## config.mk

```make
export PLATFORM = sky130hd
export DESIGN_NAME = bmp_stream_parser_flat
export DESIGN_NICKNAME = d
export VERILOG_FILES = /design/src/rtl/bmp_stream_if.sv /design/src/rtl/bmp_stream_parser.sv /design/src/flat_wrapper.sv
export SDC_FILE = /design/constraint.sdc
export NUM_CORES = 1
export LEC_CHECK = 0
export ABC_AREA = 1
export CAP_MARGIN = 20
export CORE_UTILIZATION = 40
export CTS_BUF_LIST = sky130_fd_sc_hd__clkbuf_4 sky130_fd_sc_hd__clkbuf_8
export CTS_CLUSTER_DIAMETER = 120
export DETAILED_ROUTE_END_ITERATION = 6
export GPL_TIMING_DRIVEN = 0
export PLACE_DENSITY = 0.67
export SYNTH_ARGS = -nofsm -noshare
export SYNTH_HDL_FRONTEND = slang
export SYNTH_SLANG_ARGS = --single-unit
```

## constraint.sdc

```tcl
create_clock -name clk -period 2.7 [get_ports clk]
set_input_delay 0.54 -clock clk [delete_from_list [all_inputs] [get_ports clk]]
set_output_delay 0.54 -clock clk [all_outputs]
set_load 0.02 [all_outputs]
```

## src/rtl/bmp_stream_if.sv

```systemverilog
// Byte-in / pixel-out stream bundle for the BMP parser.
// The slave side is the parser; the master side feeds file bytes and sinks pixels.
interface bmp_stream_if;
  logic        in_valid;
  logic [7:0]  in_data;
  logic        in_ready;
  logic        out_valid;
  logic        out_ready;
  logic [23:0] out_data;
  logic [15:0] out_x;
  logic [15:0] out_y;
  logic        out_eol;
  logic        out_last;

  modport master (
    output in_valid, in_data, out_ready,
    input  in_ready, out_valid, out_data, out_x, out_y, out_eol, out_last
  );

  modport slave (
    input  in_valid, in_data, out_ready,
    output in_ready, out_valid, out_data, out_x, out_y, out_eol, out_last
  );
endinterface

```

## src/rtl/bmp_stream_parser.sv

```systemverilog
// Streaming parser for uncompressed 24-bit BMP files.
// Bytes arrive in file order; the 54-byte header is decoded and validated,
// the gap up to the pixel array is skipped, and pixels are emitted one per
// handshake as {R,G,B} with column/row coordinates. Row padding is dropped.
module bmp_stream_parser (
  input  logic        clk,
  input  logic        rst_n,
  input  logic        restart,
  bmp_stream_if.slave bus,
  output logic        hdr_valid,
  output logic [31:0] file_size,
  output logic [31:0] data_offset,
  output logic [31:0] bmp_width,
  output logic [31:0] bmp_height,
  output logic        done,
  output logic [1:0]  err
);

  typedef enum logic [2:0] {ST_HDR, ST_SKIP, ST_PIX, ST_PAD, ST_DONE, ST_ERR} state_t;

  state_t      state_q, state_d;
  logic [31:0] bcnt_q;
  logic [15:0] sig_q, bpp_q;
  logic [31:0] fsize_q, doff_q, width_q, height_q;
  logic        hdr_valid_q, done_q;
  logic [1:0]  err_q;
  logic [1:0]  ph_q, pad_cnt_q;
  logic [7:0]  b_q, g_q;
  logic [15:0] x_q;
  logic [31:0] y_q;
  logic        ov_q;
  logic [23:0] od_q;
  logic [15:0] ox_q, oy_q;
  logic        oeol_q, olast_q;

  logic        in_ready_w, accept, hdr_end, skip_end, r_accept;
  logic        row_end, last_row, pad_end, out_fire;
  logic [1:0]  pad_len, hdr_err;

  // Error code for a fully captured header; signature beats bpp beats geometry.
  function automatic logic [1:0] header_check(input logic [15:0] sig, input logic [15:0] bpp,
                                               input logic [31:0] w, input logic [31:0] h,
                                               input logic [31:0] off);
    if (sig != 16'h4D42) return 2'd1;
    if (bpp != 16'd24) return 2'd2;
    if (w == 32'd0 || w > 32'd65535 || h == 32'd0 || h[31] || off < 32'd54) return 2'd3;
    return 2'd0;
  endfunction

  // The R byte completes a pixel, so it may only enter when the output slot frees.
  assign in_ready_w = !restart &&
                      !(state_q == ST_PIX && ph_q == 2'd2 && ov_q && !bus.out_ready);
  assign accept     = bus.in_valid && in_ready_w;
  assign hdr_end    = (state_q == ST_HDR) && accept && (bcnt_q == 32'd53);
  assign skip_end   = (state_q == ST_SKIP) && accept && (bcnt_q == doff_q - 32'd1);
  assign r_accept   = (state_q == ST_PIX) && accept && (ph_q == 2'd2);
  assign pad_len    = width_q[1:0];
  assign row_end    = ({16'd0, x_q} == width_q - 32'd1);
  assign last_row   = (y_q == height_q - 32'd1);
  assign pad_end    = (state_q == ST_PAD) && accept && (pad_cnt_q == pad_len - 2'd1);
  assign out_fire   = ov_q && bus.out_ready;
  assign hdr_err    = header_check(sig_q, bpp_q, width_q, height_q, doff_q);

  // State register.
  always_ff @(posedge clk or negedge rst_n) begin
    if (!rst_n) state_q <= ST_HDR;
    else        state_q <= state_d;
  end

  // Next-state logic; y_q has already advanced past the row when PAD finishes.
  always_comb begin
    state_d = state_q;
    if (restart) begin
      state_d = ST_HDR;
    end else begin
      case (state_q)
        ST_HDR: begin
          if (hdr_end) begin
            if (hdr_err != 2'd0)        state_d = ST_ERR;
            else if (doff_q == 32'd54)  state_d = ST_PIX;
            else                        state_d = ST_SKIP;
          end
        end
        ST_SKIP: if (skip_end) state_d = ST_PIX;
        ST_PIX: begin
          if (r_accept && row_end) begin
            if (pad_len != 2'd0) state_d = ST_PAD;
            else if (last_row)   state_d = ST_DONE;
          end
        end
        ST_PAD: if (pad_end) state_d = (y_q == height_q) ? ST_DONE : ST_PIX;
        default: state_d = state_q;
      endcase
    end
  end

  // Byte counter, little-endian header field capture and header verdict.
  always_ff @(posedge clk or negedge rst_n) begin
    if (!rst_n) begin
      bcnt_q      <= '0;
      sig_q       <= '0;
      bpp_q       <= '0;
      fsize_q     <= '0;
      doff_q      <= '0;
      width_q     <= '0;
      height_q    <= '0;
      hdr_valid_q <= 1'b0;
      err_q       <= 2'd0;
    end else if (restart) begin
      bcnt_q      <= '0;
      sig_q       <= '0;
      bpp_q       <= '0;
      fsize_q     <= '0;
      doff_q      <= '0;
      width_q     <= '0;
      height_q    <= '0;
      hdr_valid_q <= 1'b0;
      err_q       <= 2'd0;
    end else begin
      if (accept) bcnt_q <= bcnt_q + 32'd1;
      if (state_q == ST_HDR && accept) begin
        if (bcnt_q < 32'd2)                      sig_q    <= {bus.in_data, sig_q[15:8]};
        if (bcnt_q >= 32'd2  && bcnt_q <= 32'd5)  fsize_q  <= {bus.in_data, fsize_q[31:8]};
        if (bcnt_q >= 32'd10 && bcnt_q <= 32'd13) doff_q   <= {bus.in_data, doff_q[31:8]};
        if (bcnt_q >= 32'd18 && bcnt_q <= 32'd21) width_q  <= {bus.in_data, width_q[31:8]};
        if (bcnt_q >= 32'd22 && bcnt_q <= 32'd25) height_q <= {bus.in_data, height_q[31:8]};
        if (bcnt_q >= 32'd28 && bcnt_q <= 32'd29) bpp_q    <= {bus.in_data, bpp_q[15:8]};
      end
      if (hdr_end) begin
        if (hdr_err != 2'd0) err_q       <= hdr_err;
        else                 hdr_valid_q <= 1'b1;
      end
    end
  end

  // Pixel assembly, coordinate tracking, padding count and the output slot.
  always_ff @(posedge clk or negedge rst_n) begin
    if (!rst_n) begin
      ph_q      <= 2'd0;
      pad_cnt_q <= 2'd0;
      b_q       <= '0;
      g_q       <= '0;
      x_q       <= '0;
      y_q       <= '0;
      ov_q      <= 1'b0;
      od_q      <= '0;
      ox_q      <= '0;
      oy_q      <= '0;
      oeol_q    <= 1'b0;
      olast_q   <= 1'b0;
      done_q    <= 1'b0;
    end else if (restart) begin
      ph_q      <= 2'd0;
      pad_cnt_q <= 2'd0;
      x_q       <= '0;
      y_q       <= '0;
      ov_q      <= 1'b0;
      done_q    <= 1'b0;
    end else begin
      if (state_q == ST_PIX && accept) begin
        if (ph_q == 2'd0) b_q <= bus.in_data;
        if (ph_q == 2'd1) g_q <= bus.in_data;
        ph_q <= (ph_q == 2'd2) ? 2'd0 : ph_q + 2'd1;
      end
      if (r_accept) begin
        od_q    <= {bus.in_data, g_q, b_q};
        ox_q    <= x_q;
        oy_q    <= y_q[15:0];
        oeol_q  <= row_end;
        olast_q <= row_end && last_row;
        if (row_end) begin
          x_q <= '0;
          y_q <= y_q + 32'd1;
        end else begin
          x_q <= x_q + 16'd1;
        end
      end
      if (state_q == ST_PAD && accept) pad_cnt_q <= pad_end ? 2'd0 : pad_cnt_q + 2'd1;
      // A new pixel overwrites the slot in the same cycle the old one leaves.
      if (r_accept)      ov_q <= 1'b1;
      else if (out_fire) ov_q <= 1'b0;
      if (out_fire && olast_q) done_q <= 1'b1;
    end
  end

  assign bus.in_ready  = in_ready_w;
  assign bus.out_valid = ov_q;
  assign bus.out_data  = od_q;
  assign bus.out_x     = ox_q;
  assign bus.out_y     = oy_q;
  assign bus.out_eol   = oeol_q;
  assign bus.out_last  = olast_q;
  assign hdr_valid     = hdr_valid_q;
  assign file_size     = fsize_q;
  assign data_offset   = doff_q;
  assign bmp_width     = width_q;
  assign bmp_height    = height_q;
  assign done          = done_q;
  assign err           = err_q;

endmodule

```

## src/flat_wrapper.sv

```systemverilog
// flat-port wrapper written by rule: the top's interface ports become plain ports
module bmp_stream_parser_flat 
  (clk, rst_n, restart, hdr_valid, file_size, data_offset, bmp_width, bmp_height, done, err, bus_in_valid, bus_in_data, bus_out_ready, bus_in_ready, bus_out_valid, bus_out_data, bus_out_x, bus_out_y, bus_out_eol, bus_out_last);
  bmp_stream_if bus_i ();
  input  logic clk;
  input  logic rst_n;
  input  logic restart;
  output logic hdr_valid;
  output logic [31:0] file_size;
  output logic [31:0] data_offset;
  output logic [31:0] bmp_width;
  output logic [31:0] bmp_height;
  output logic done;
  output logic [1:0] err;
  input wire logic [$bits(bus_i.in_valid)-1:0] bus_in_valid;
  input wire logic [$bits(bus_i.in_data)-1:0] bus_in_data;
  input wire logic [$bits(bus_i.out_ready)-1:0] bus_out_ready;
  output wire logic [$bits(bus_i.in_ready)-1:0] bus_in_ready;
  output wire logic [$bits(bus_i.out_valid)-1:0] bus_out_valid;
  output wire logic [$bits(bus_i.out_data)-1:0] bus_out_data;
  output wire logic [$bits(bus_i.out_x)-1:0] bus_out_x;
  output wire logic [$bits(bus_i.out_y)-1:0] bus_out_y;
  output wire logic [$bits(bus_i.out_eol)-1:0] bus_out_eol;
  output wire logic [$bits(bus_i.out_last)-1:0] bus_out_last;
  assign bus_i.in_valid = bus_in_valid;
  assign bus_i.in_data = bus_in_data;
  assign bus_i.out_ready = bus_out_ready;
  assign bus_in_ready = bus_i.in_ready;
  assign bus_out_valid = bus_i.out_valid;
  assign bus_out_data = bus_i.out_data;
  assign bus_out_x = bus_i.out_x;
  assign bus_out_y = bus_i.out_y;
  assign bus_out_eol = bus_i.out_eol;
  assign bus_out_last = bus_i.out_last;
  bmp_stream_parser u_core (.clk(clk), .rst_n(rst_n), .restart(restart), .bus(bus_i), .hdr_valid(hdr_valid), .file_size(file_size), .data_offset(data_offset), .bmp_width(bmp_width), .bmp_height(bmp_height), .done(done), .err(err));
endmodule
```

==> results by group <==
CTS
  • Inserted Clock Buffers: 57
  • Root Buffer: clkbuf_8
  • Clk sinks: 326
  • H-Tree Level Count: 2
  • Worst-case clock buffer depth: 3
  • Worst skew pair latency: 0.67 ns
  • CTS tree: yes
  • Clock transition at the registers of the reported paths: 0.06 ns

Placed design
  • # port buffers: 203
  • Placed Instances: 3406
  • Setup WS pre-CTS: -0.800 ns
  • Post-placement cell area: 21900 µm²
  • HPWL Detailed: 53200 µm
  • Final Wtd Congestion: 0.938

Critical path
  • Reg-to-Reg End: u_core.y_q[24]
  • Crit-path max FO: 7
  • Largest delay share family, worst path: simple AND/OR/NAND/NOR gates
  • Reg2reg setup slack: -0.01 ns
  • Buf/Inv on CP: 3
  • CP Cell Sequence: inv_2 > ha_4 > nand2_8 > nor2_8 > nand2_8 > nor2_4 > nand2_2 > nand2_2 > nand2_2 > nor2_2 > nand2_2 > nor2_4 > nand4_4 > buf_8 > clkbuf_16 > nand3_1 > o31ai_1
  • WP data required: 3.19 ns
  • CP most frequent cell: nand2_2
  • Slowest cell delay on critical path: 0.38 ns
  • Kind of critical path: reg2reg
  • FF-to-FF Start: u_core.bmp_width[1]
  • Crit end category: flip-flop
  • CP Data Arrival Time: 3.20 ns
  • Worst r2r path cells: 17
  • Slowest-stage cell, CP: dfrtp_1
  • Worst Setup Start Kind: flip-flop

Timing
  • Fin crit period: 2.71 ns
  • Period utilization: 1.00
  • Clock Skew: 0.0411 ns
  • Fmax: 369 MHz
  • Final Hold Viols: 0
  • Final setup fails: 1
  • Min setup slack post-route: -0.00981 ns
  • Max_slew headroom: 0.262
  • Final Max Tran Viols: 0
  • Worst slew pin tran: 1.11 ns
  • Unrepaired setup endpoints after global routing: true

Detailed routing
  • DR pass1 iterations: 7
  • Drt total wl: 70700 µm
  • Routed Antenna Nets: 0
  • DR vias/cell: 5.39
  • Initial DRC Count: 1487
  • DR DRC count: 21
  • Per-cell routed wire length: 19.9 µm
  • Vias after detailed routing: 19100

Die
  • Die Wd: 220 µm
  • Die Y: 220 µm
  • # IOs: 205
  • Effective utilization at floorplan: 0.408
  • Core region area: 46800 µm²
  • Rows: 79
  • Full die area: 48500 µm²

Synth
  • Number of enable flip-flop cells after synthesis: 0
  • Yosys warnings: 0
  • Library cells used by synthesis: 57
  • Commonest register cell after synthesis: dfrtp_1
  • Mapped Cells: 2593
  • Post-synthesis sequential area ratio: 0.428
  • Syn avg cell area: 7.35 µm²
  • Cell area after synthesis: 19100 µm²
  • Ys async rst share: 1.00
  • Syn Nets: 2617
  • Yosys reg bits: 326

Power
  • Pwr/cell area: 513 nW/µm²
  • Worst ir drop on vdd: 0.326 mV
  • Leakage: 0.0118 µW

Cells and area
  • Nets: 2920
  • P&R area growth vs syn: 27.5%
  • Final Non-Filler Cells: 3548
  • Most common cell after layout, fill and taps aside: nand2_1
  • Share of cells above drive strength 1: 0.132
  • Final core utilization: 0.520
  • Commonest non-fill, non-tap cells in the layout: nand2_1, inv_1, dfrtp_1, nor2_1, clkdlybuf4s50_1
  • Diodes inserted: 0
  • Design area: 24300 µm²

Global routing
  • Vias in the first global route: 18400
  • Gr usage total: 0.289
  • Pin count of the biggest net entering global routing: 99
  • Initial antenna violation count: 0
  • First-pass GRT wire length: 107000 µm
  • GRT Residual Overflow: 0

Status
  • Status: complete, but fails checks
  • Violated checks: design-rule violations, negative setup slack

Flow run
  • Max_cap viols: 0

Hold path
  • Worst min-delay path class: in2async
==> power by group <==
group          internal, µW  switching [µW]
sequential             5050             203
combinational           653            1340
clock                  3000            2220
total                  8700            3760
==> metal layers <==
metal,GRT usage,vias up,part of all wire
li1,-,9044,-
met1,0.390,9255,0.44
met2,0.475,707,0.47
met3,0.0445,123,0.067
met4,0.0945,0,0.031
met5,0,-,0
==> sequential cells by signal, summed over array words and instances, names as in the netlist, 24 cells and up <==
signal / count
u_core.y_q: 32
u_core.bmp_height: 32
u_core.data_offset: 32
u_core.file_size: 32
u_core.bmp_width: 32
u_core.bus.out_data: 24
u_core.bcnt_q: 32
==> worst register-to-register path, delay by kind of cell (launching register included) <==
kind | cells | cell delay (ns)
AO/OA/AOI/OAI | 1 | 0.08
adder cells (fa/ha/maj) | 1 | 0.20
buffers and inverters | 3 | 0.52
flip-flops | 1 | 0.38
AND/OR/NAND/NOR | 12 | 1.37
==> synth_stat cells (3+ instances only) <==
cell,instances,area [µm²]
a21oi_1,65,325
a31oi_1,11,68.8
and3_1,3,18.8
buf_1,14,52.6
buf_2,26,130
buf_4,5,37.5
buf_6,4,45.0
clkbuf_1,37,139
dfrtp_1,326,8160
ha_1,11,138
inv_1,322,1210
inv_2,12,45.0
mux2i_1,9,90.1
nand2_1,617,2320
nand2_2,12,75.1
nand3_1,210,1050
nand3b_1,6,45.0
nand4_1,53,332
nand4_2,4,50.1
nor2_1,313,1170
nor2_2,17,106
nor2_4,9,101
nor2_8,3,60.1
nor3_1,56,280
nor3_2,3,30.0
nor4_1,28,175
o211ai_1,3,22.5
o21ai_0,206,1030
o21ai_1,9,45.0
o21bai_1,4,30.0
o22ai_1,14,87.6
o31ai_1,32,240
xnor2_1,34,298
xor2_1,85,744
==> area by class of cell <==
cell class	instances	area [µm²]
buffer	86	460
clock inverter	17	198
multi-input combinational	1847	9870
fill	4602	22500
clock buffer	87	1100
inverter	335	1270
sequential	326	8180
tap	607	759
timing repair buffer	243	2450
==> worst max-delay path by stage <==
| stage | startpoint | endpoint | slack, ns | cells past startpoint |
|---|---|---|---|---|
| after floorplan | u_core.bmp_width[0] | u_core.y_q[30] | 0.27 | 17 |
| after global routing | u_core.y_q[4] | u_core.y_q[27] | -0.14 | 12 |
| after detailed placement | bus_out_ready | u_core.y_q[10] | -0.80 | 16 |
| after CTS | u_core.bmp_width[5] | u_core.y_q[31] | 0.003 | 13 |
| after global placement | rst_n | u_core.file_size[1] | -13.32 | 1 |
| final | u_core.bmp_width[1] | u_core.y_q[24] | -0.01 | 17 |
==> cell families after synthesis <==
logic type | synth area share
mux | 0.00591
fa+ha+maj | 0.00722
simple gates | 0.313
flops | 0.428
xor+xnor | 0.0567
buf+inv | 0.0872
compound gates | 0.102
==> per-stage QoR <==
step	hold WS (ns)	total power (µW)	setup TNS, ns
after global placement	0.454	7140	-4482.41
final	0.388	12500	-0.00981
after global routing	0.415	13000	-2.88
after floorplan	0.244	6390	0
after CTS	0.373	12400	0
after detailed placement	0.459	7160	-173.61
==> timing repair <==
action,in CTS,in global routing
cloned,2,1
gates resized for setup,78,140
setup endpoints to repair,174,225
hold endpoints to repair,56,0
pin swaps,5,36
hold buffers,1,0
buffers inserted,13,21
No activity file was read; power rests on OpenSTA's default activity.
